### src/rtl/serial_sub4.sv
// serial_sub4: bit-serial subtractor built around one sub1 full-subtractor cell.
// The operands are processed LSB-first, one bit per clock, over WIDTH clocks.
// The borrow between bits is held in a flop.
//
// Ports:
//   clk      - rising-edge clock
//   rst      - asynchronous active-high reset
//   start    - request; accepted only in IDLE or DONE
//   a, b     - minuend / subtrahend, sampled on the accepting edge only
//   busy     - high while bits are being processed
//   done     - one-cycle pulse when the result registers update
//   diff     - a - b modulo 2^WIDTH
//   borrow   - final borrow-out (unsigned a < b)
//   zero     - diff == 0
//   overflow - two's-complement overflow of a - b
//
// state | meaning
// IDLE  | waiting for start
// SHIFT | one operand bit per cycle through sub1
// DONE  | results just loaded; may accept a new start

module sub1 (
  input  logic a,
  input  logic b,
  input  logic bin,
  output logic d,
  output logic bout
);
  assign d    = a ^ b ^ bin;
  assign bout = (~a & b) | (~(a ^ b) & bin);
endmodule

module serial_sub4 #(
  parameter int WIDTH = 4
) (
  input  logic             clk,
  input  logic             rst,
  input  logic             start,
  input  logic [WIDTH-1:0] a,
  input  logic [WIDTH-1:0] b,
  output logic             busy,
  output logic             done,
  output logic [WIDTH-1:0] diff,
  output logic             borrow,
  output logic             zero,
  output logic             overflow
);
  localparam int CW = (WIDTH > 1) ? $clog2(WIDTH) : 1;

  typedef enum logic [1:0] {IDLE, SHIFT, DONE} state_t;

  state_t           state, state_nxt;
  logic [WIDTH-1:0] a_sr, b_sr;
  // Only WIDTH-1 result bits need storage; the last bit arrives from sub1
  // on the same edge the result registers load.
  logic [WIDTH-2:0] r_sr;
  logic [CW-1:0]    cnt;
  logic             brw_q;
  logic             a_msb, b_msb;
  logic             d_bit, bo_bit;
  logic             accept;
  logic             last;
  logic [WIDTH-1:0] r_final;

  sub1 u_sub1 (
    .a    (a_sr[0]),
    .b    (b_sr[0]),
    .bin  (brw_q),
    .d    (d_bit),
    .bout (bo_bit)
  );

  assign last    = (cnt == CW'(WIDTH - 1));
  assign r_final = {d_bit, r_sr};

  always_ff @(posedge clk or posedge rst) begin
    if (rst) state <= IDLE;
    else     state <= state_nxt;
  end

  always_comb begin
    state_nxt = state;
    accept    = 1'b0;
    case (state)
      IDLE: begin
        if (start) begin
          accept    = 1'b1;
          state_nxt = SHIFT;
        end
      end
      SHIFT: begin
        if (last) state_nxt = DONE;
      end
      DONE: begin
        if (start) begin
          accept    = 1'b1;
          state_nxt = SHIFT;
        end else begin
          state_nxt = IDLE;
        end
      end
      default: state_nxt = IDLE;
    endcase
  end

  // busy/done are flops fed from the next-state decode so they line up
  // exactly with the state they describe.
  always_ff @(posedge clk or posedge rst) begin
    if (rst) begin
      busy <= 1'b0;
      done <= 1'b0;
    end else begin
      busy <= (state_nxt == SHIFT);
      done <= (state_nxt == DONE);
    end
  end

  always_ff @(posedge clk or posedge rst) begin
    if (rst) begin
      a_sr     <= '0;
      b_sr     <= '0;
      r_sr     <= '0;
      cnt      <= '0;
      brw_q    <= 1'b0;
      a_msb    <= 1'b0;
      b_msb    <= 1'b0;
      diff     <= '0;
      borrow   <= 1'b0;
      zero     <= 1'b0;
      overflow <= 1'b0;
    end else if (accept) begin
      a_sr  <= a;
      b_sr  <= b;
      a_msb <= a[WIDTH-1];
      b_msb <= b[WIDTH-1];
      brw_q <= 1'b0;
      cnt   <= '0;
    end else if (state == SHIFT) begin
      a_sr  <= a_sr >> 1;
      b_sr  <= b_sr >> 1;
      r_sr  <= r_final[WIDTH-1:1];
      brw_q <= bo_bit;
      if (last) begin
        diff     <= r_final;
        borrow   <= bo_bit;
        zero     <= (r_final == '0);
        overflow <= (a_msb != b_msb) && (d_bit != a_msb);
      end else begin
        cnt <= cnt + 1'b1;
      end
    end
  end
endmodule

### config.mk
export PLATFORM = sky130hd
export DESIGN_NAME = serial_sub4
export DESIGN_NICKNAME = d
export VERILOG_FILES = /design/src/rtl/serial_sub4.sv
export SDC_FILE = /design/constraint.sdc
export NUM_CORES = 1
export LEC_CHECK = 0
export CAP_MARGIN = 20
export CORE_ASPECT_RATIO = 1.75
export CORE_MARGIN = 5
export CORE_UTILIZATION = 40
export DETAILED_ROUTE_END_ITERATION = 8
export PLACE_DENSITY_LB_ADDON = 0.1
export SYNTH_ARGS = -nofsm -noshare
export SYNTH_HDL_FRONTEND = slang
export SYNTH_SLANG_ARGS = --single-unit
### constraint.sdc
create_clock -name clk -period 3.6 [get_ports clk]
set_clock_uncertainty 0.15 [all_clocks]
set_input_delay 0.72 -clock clk [delete_from_list [all_inputs] [get_ports clk]]
set_output_delay 0.72 -clock clk [all_outputs]
set_load 0.02 [all_outputs]
==> reports/results.ini, run 1 <==
[outcome]
status = finished, final reports clean

[synthesis]
ys_ff_latch = 27
yosysWarnings = 0
synth.distinct_cells = 25
synth_top_area_share = 0.578
synthTopCellsByArea = dfrtp_1, mux2_2, nand2_1
synthesis.area_mm2 = 0.00117
syn_nets = 114
synthCells = 101
synth.avg_cell_area_um2 = 11.6
seq_area_frac_synth = 0.578
synth_area_leader_cell = dfrtp_1

[route]
drc = 0
wirelength_um = 2060
via_count = 767
drtPass1Iterations = 4
viasPerCell = 5.18
drtIter0Drc = 8
ant_nets = 0
wl_per_cell_um = 13.9

[worst_setup_path]
start_kind = flip-flop
cp-end-kind = output pin
worstSetupStartpoint = diff[1]
critPathMaxStageDelay_ps = 610
cpMaxStageDelayCell = clkdlybuf4s50_1
cp_num_buf_inv = 1
crit_type = flip-flop to output pin
cp_data_required_time_ps = 2730
cp_data_arrival_time_ps = 1230
path_delay_family = buffers and inverters
path_max_fanout = 2
r2r_start = brw_q
path_cells = clkdlybuf4s50_1

[sta]
drv_slew = 0
hold_viol = 0
max_freq_mhz = 477
setup_ws_ps = 1500
fin_tns_setup_ps = 0
fin_crit_sh = 0.582
max_slew_margin = 0.654
fin_crit_ps = 2100
rsz0062_at_grt = false
finalSetupViolations = 0
worstMarginPinSlew_ps = 518
whs_ps = 330

[placed_design]
dp_hpwl_um = 1520
portBuffers = 19
dpl.cell_count = 143
pre_cts_ws_ps = 1360
gp_congestion = 0.705

[layout]
synthToLayoutAreaGrowth_pct = 20.5
num_antenna_cells = 0
stdcell_count = 148
drive_gt1_frac = 0.117
nFillCells = 279
fin_nets = 134

[floorplan]
fp.dieW_um = 50.9
dieArea_mm2 = 0.00415
core_area_mm2 = 0.00286
pin_count = 20
die_y_um = 81.5
initial_core_util = 0.409
row_count = 26

[flow_run]
drv_cap = 0

[clocking]
cts_tree = yes
h-tree-depth = 1
cts_resized = 0
root_buffer = clkbuf_8
clock_latency_ps = 270
clock-sinks = 27
postCtsHoldBufs = 0
clk_transition_reported_paths_ps = 90
post_cts_buffers = 0
cts_buffer_depth = 2
numCtsBuffers = 3

[global_route]
grt_max_degree = 28
antenna_found_initial = 0
grt_use_total = 0.111
gr-total-overflow = 0
grt_pass1_wl_um = 3560
grt_pass1_vias = 765

[power]
power.total_uw = 1280
peakVddDrop_uv = 516
p_leak_uw = 0.000670
cellPowerDensity_mw_per_mm2 = 906

[worst_hold_path]
min_from = zero
hold_class = flip-flop to flip-flop

path summary, 6_finish.rpt:
path,depth (start not counted),slack [ps],to
min in group asynchronous,2,630,brw_q
worst min register to register,2,330,zero
max in group asynchronous,3,2190,overflow
worst max register to register,4,1740,zero
worst max-delay path,1,1500,diff[1]
worst min-delay path,2,330,zero
routing by layer:
layer  global-route usage  wire length [um]
met1                0.137               867
met2                0.189              1080
met3               0.0181                88
met4               0.0460                19
met5                    0                 0
stage by stage:
stage                     area, um^2  utilization
after floorplan                 1170            -
after global placement          1350        0.472
after detailed placement        1350        0.472
after CTS                       1400        0.487
after global routing            1410        0.493
final                           1410        0.493
cell usage in the layout (no fill, tap or decap), drive strengths merged, types with 2 or more instances in the layout:
cell type and count:
clkdlybuf4s50 19, a21oi 7, dfrtp 27, o22ai 6, a22o 3, mux2 8
nand2 12, o21ai 4, nand2b 3, clkbuf 4, inv 10, nand3 2
nor2 3
state kept, by name (all words and copies together), names as in the netlist:
register / flops
a_msb: 1
a_sr: 4
b_msb: 1
b_sr: 4
borrow: 1
brw_q: 1
busy: 1
cnt: 2
diff: 4
done: 1
overflow: 1
r_sr: 3
state: 2
zero: 1
power breakdown:
group          internal (uW)  switching [uW]
clock                   79.1            88.3
sequential               445            97.4
combinational            290             278
total                    814             464
synthesized netlist by cell type:
master / instances
dfrtp_1: 27
nand2_1: 12
inv_1: 10
mux2_2: 8
a21oi_1: 7
o22ai_1: 6
o21ai_0: 4
a22o_1: 3
buf_6: 3
nand2b_1: 3
nor2_1: 3
nand3_1: 2
and2_4: 1
and3b_1: 1
buf_4: 1
clkbuf_1: 1
fa_1: 1
ha_1: 1
mux2i_1: 1
nand3b_4: 1
nor2b_1: 1
o31ai_1: 1
or2b_1: 1
or4_1: 1
xor2_1: 1
cells by family (layout without fill, tap and decap cells):
family | after synthesis | in the layout | share of synthesized area
adder cells (fa/ha/maj) | 2 | 2 | 0.0278
buffers and inverters | 15 | 34 | 0.0706
multiplexers | 9 | 9 | 0.0856
flip-flops | 27 | 27 | 0.578
AND/OR/NAND/NOR | 26 | 26 | 0.123
XOR/XNOR | 1 | 1 | 0.00749
AO/OA/AOI/OAI | 21 | 21 | 0.108
area by class of cell:
class	count	area, um^2	area share
clock buffer	4	45.0	0.0319
timing repair buffer	20	205	0.146
sequential	27	676	0.479
inverter	10	37.5	0.0266
multi-input combinational	59	412	0.292
tap	28	35.0	0.0248
Note: power is estimated with default switching activity, not from simulation.
==> run 2, diff against run 1 <==
==> constraint.sdc (replaced) <==
create_clock -name clk -period 2.05 [get_ports clk]
set_clock_uncertainty 0.15 [all_clocks]
set_input_delay 0.41 -clock clk [delete_from_list [all_inputs] [get_ports clk]]
set_output_delay 0.41 -clock clk [all_outputs]
set_load 0.02 [all_outputs]
==> run 2 against run 1 <==
- combinational power is 78% higher
- die area did not move
- critical path depth is 3 higher
- via count rose by 0.91%
- register-to-register slack worse by 1500 ps
- clock-buffer cell count unchanged
- cell count is 1.4% higher
- global-route usage increased by 0.18 points
- wire length grew 2.2%
- setup slack worse by 1300 ps
- flip-flop and latch count stayed put
- critical path type is now flip-flop to flip-flop
- highest routed layer unchanged
==> reports/results.ini, run 2 (synthesis results as in run 1) <==
[sta]
finalSetupViolations = 0  ; unchanged
fin_crit_sh = 0.898
setup_ws_ps = 210  ; was 1500 ps
drv_slew = 0  ; unchanged
max_freq_mhz = 543
hold_viol = 0  ; unchanged
worstMarginPinSlew_ps = 420  ; was 518 ps
whs_ps = 333  ; was 330 ps
rsz0062_at_grt = false  ; unchanged
fin_tns_setup_ps = 0  ; unchanged
fin_crit_ps = 1840
max_slew_margin = 0.720  ; was 0.654

[layout]
num_antenna_cells = 0  ; unchanged
fin_util = 0.495  ; was 0.493
drive_gt1_frac = 0.131  ; was 0.117
largestRegisters = a_sr (4), b_sr (4), diff (4)  ; unchanged
stdcell_count = 150  ; was 148
fin_nets = 136  ; was 134
most-common-layout-cells = dfrtp_1, clkdlybuf4s50_1, nand2_1  ; unchanged
final_common_cell = dfrtp_1  ; unchanged
synthToLayoutAreaGrowth_pct = 21.2  ; was 20.5%

[clocking]
clock_latency_ps = 270  ; about the same
cts_buffer_depth = 2  ; unchanged
clock-sinks = 27  ; unchanged
clk_transition_reported_paths_ps = 90  ; about the same
numCtsBuffers = 3  ; unchanged
root_buffer = clkbuf_8  ; unchanged
post_cts_buffers = 0  ; unchanged
cts_resized = 0  ; unchanged
h-tree-depth = 1  ; unchanged
postCtsHoldBufs = 0  ; unchanged
cts_tree = yes  ; unchanged

[global_route]
grt_max_degree = 28  ; unchanged
gr-total-overflow = 0  ; unchanged
grt_pass1_wl_um = 3620  ; was 3560 um
grt_use_total = 0.113  ; was 0.111
grt_pass1_vias = 835  ; was 765
antenna_found_initial = 0  ; unchanged

[floorplan]
pin_count = 20  ; unchanged
fp.dieW_um = 50.9  ; unchanged
core_area_mm2 = 0.00286  ; unchanged
die_y_um = 81.5  ; unchanged
dieArea_mm2 = 0.00415  ; unchanged
initial_core_util = 0.409  ; unchanged
row_count = 26  ; unchanged

[worst_setup_path]
worstSetupStartpoint = brw_q  ; was diff[1]
critPathMaxStageDelay_ps = 530  ; was 610 ps
cp-end-kind = flip-flop  ; was output pin
crit_type = flip-flop to flip-flop  ; was flip-flop to output pin
cp_data_arrival_time_ps = 1890  ; was 1230 ps
path_max_fanout = 5  ; was 2
path_cells = inv_1, fa_1, or4_1, o21ai_0  ; was clkdlybuf4s50_1
cpMaxStageDelayCell = or4_1  ; was clkdlybuf4s50_1
reg2reg_depth = 4  ; unchanged
start_kind = flip-flop  ; unchanged
r2r_start = brw_q  ; unchanged
cp_data_required_time_ps = 2100  ; was 2730 ps
r2r_slack_ps = 210  ; was 1740 ps
r2r-end = zero  ; unchanged

[placed_design]
dp_hpwl_um = 1580  ; was 1520 um
pre_cts_ws_ps = 173  ; was 1360 ps
dpl.cell_count = 146  ; was 143
gp_congestion = 0.703  ; was 0.705
portBuffers = 19  ; unchanged

[route]
via_count = 774  ; was 767
wirelength_um = 2100  ; was 2060 um
wl_per_cell_um = 14.0  ; was 13.9 um
viasPerCell = 5.16  ; was 5.18
drtIter0Drc = 10  ; was 8
ant_nets = 0  ; unchanged
drtPass1Iterations = 4  ; unchanged
drc = 0  ; unchanged

[power]
cellPowerDensity_mw_per_mm2 = 1600  ; was 906 mW/mm^2
p_leak_uw = 0.000676  ; was 0.000670 uW
peakVddDrop_uv = 707  ; was 516 uV

[flow_run]
drv_cap = 0  ; unchanged

[worst_hold_path]
hold_class = primary input to asynchronous set/reset pin  ; was flip-flop to flip-flop

[outcome]
status = finished, final reports clean  ; unchanged

-- run 2: cell count changes in the layout (fill, tap and decap cells not counted), sizes merged --
cell	change
buf	+2
-- run 2: worst max-delay path by stage --
stage | depth (start not counted) | end | slack, ps
after detailed placement | 5 | b_sr[0] | 170
after global routing | 4 | zero | 90
after global placement | 5 | b_sr[0] | 160
after floorplan | 3 | zero | 300
final | 4 | zero | 210
after CTS | 4 | zero | 200
-- run 2: layout make-up --
class	count	area [um^2]
fillers	282	1450
inverters	10	37.5
flip-flops and latches	27	676
repair buffers	22	213
well taps	28	35.0
multi-input cells	59	412
clock buffers	4	45.0
-- run 2: per-stage QoR --
stage | power, uW | area (um^2)
finish | 2270 | 1420
global route | 2460 | 1420
CTS | 2310 | 1420
detailed placement | 2000 | 1370
global placement | 1970 | 1370
floorplan | 1710 | 1170
-- run 2: where the power goes --
| part | internal [uW] | switching, uW |
|---|---|---|
| Combinational | 527 | 486 |
| Sequential | 782 | 178 |
| Clock | 139 | 160 |
| Total | 1450 | 824 |
-- run 2: worst max-delay path: cells and delay by family, from the launching register on --
family | cells | cell delay [ps]
buf+inv | 1 | 100
compound gates | 1 | 140
flops | 1 | 380
fa+ha+maj | 1 | 470
simple gates | 1 | 530
-- run 2: routing by layer --
layer / vias to the layer above / wire [um] / track usage
met4: 0 / 49 / 0.0614
met1: 374 / 852 / 0.132
li1: 380 / - / -
met2: 15 / 1100 / 0.192
met3: 5 / 95 / 0.0200
met5: - / 0 / 0
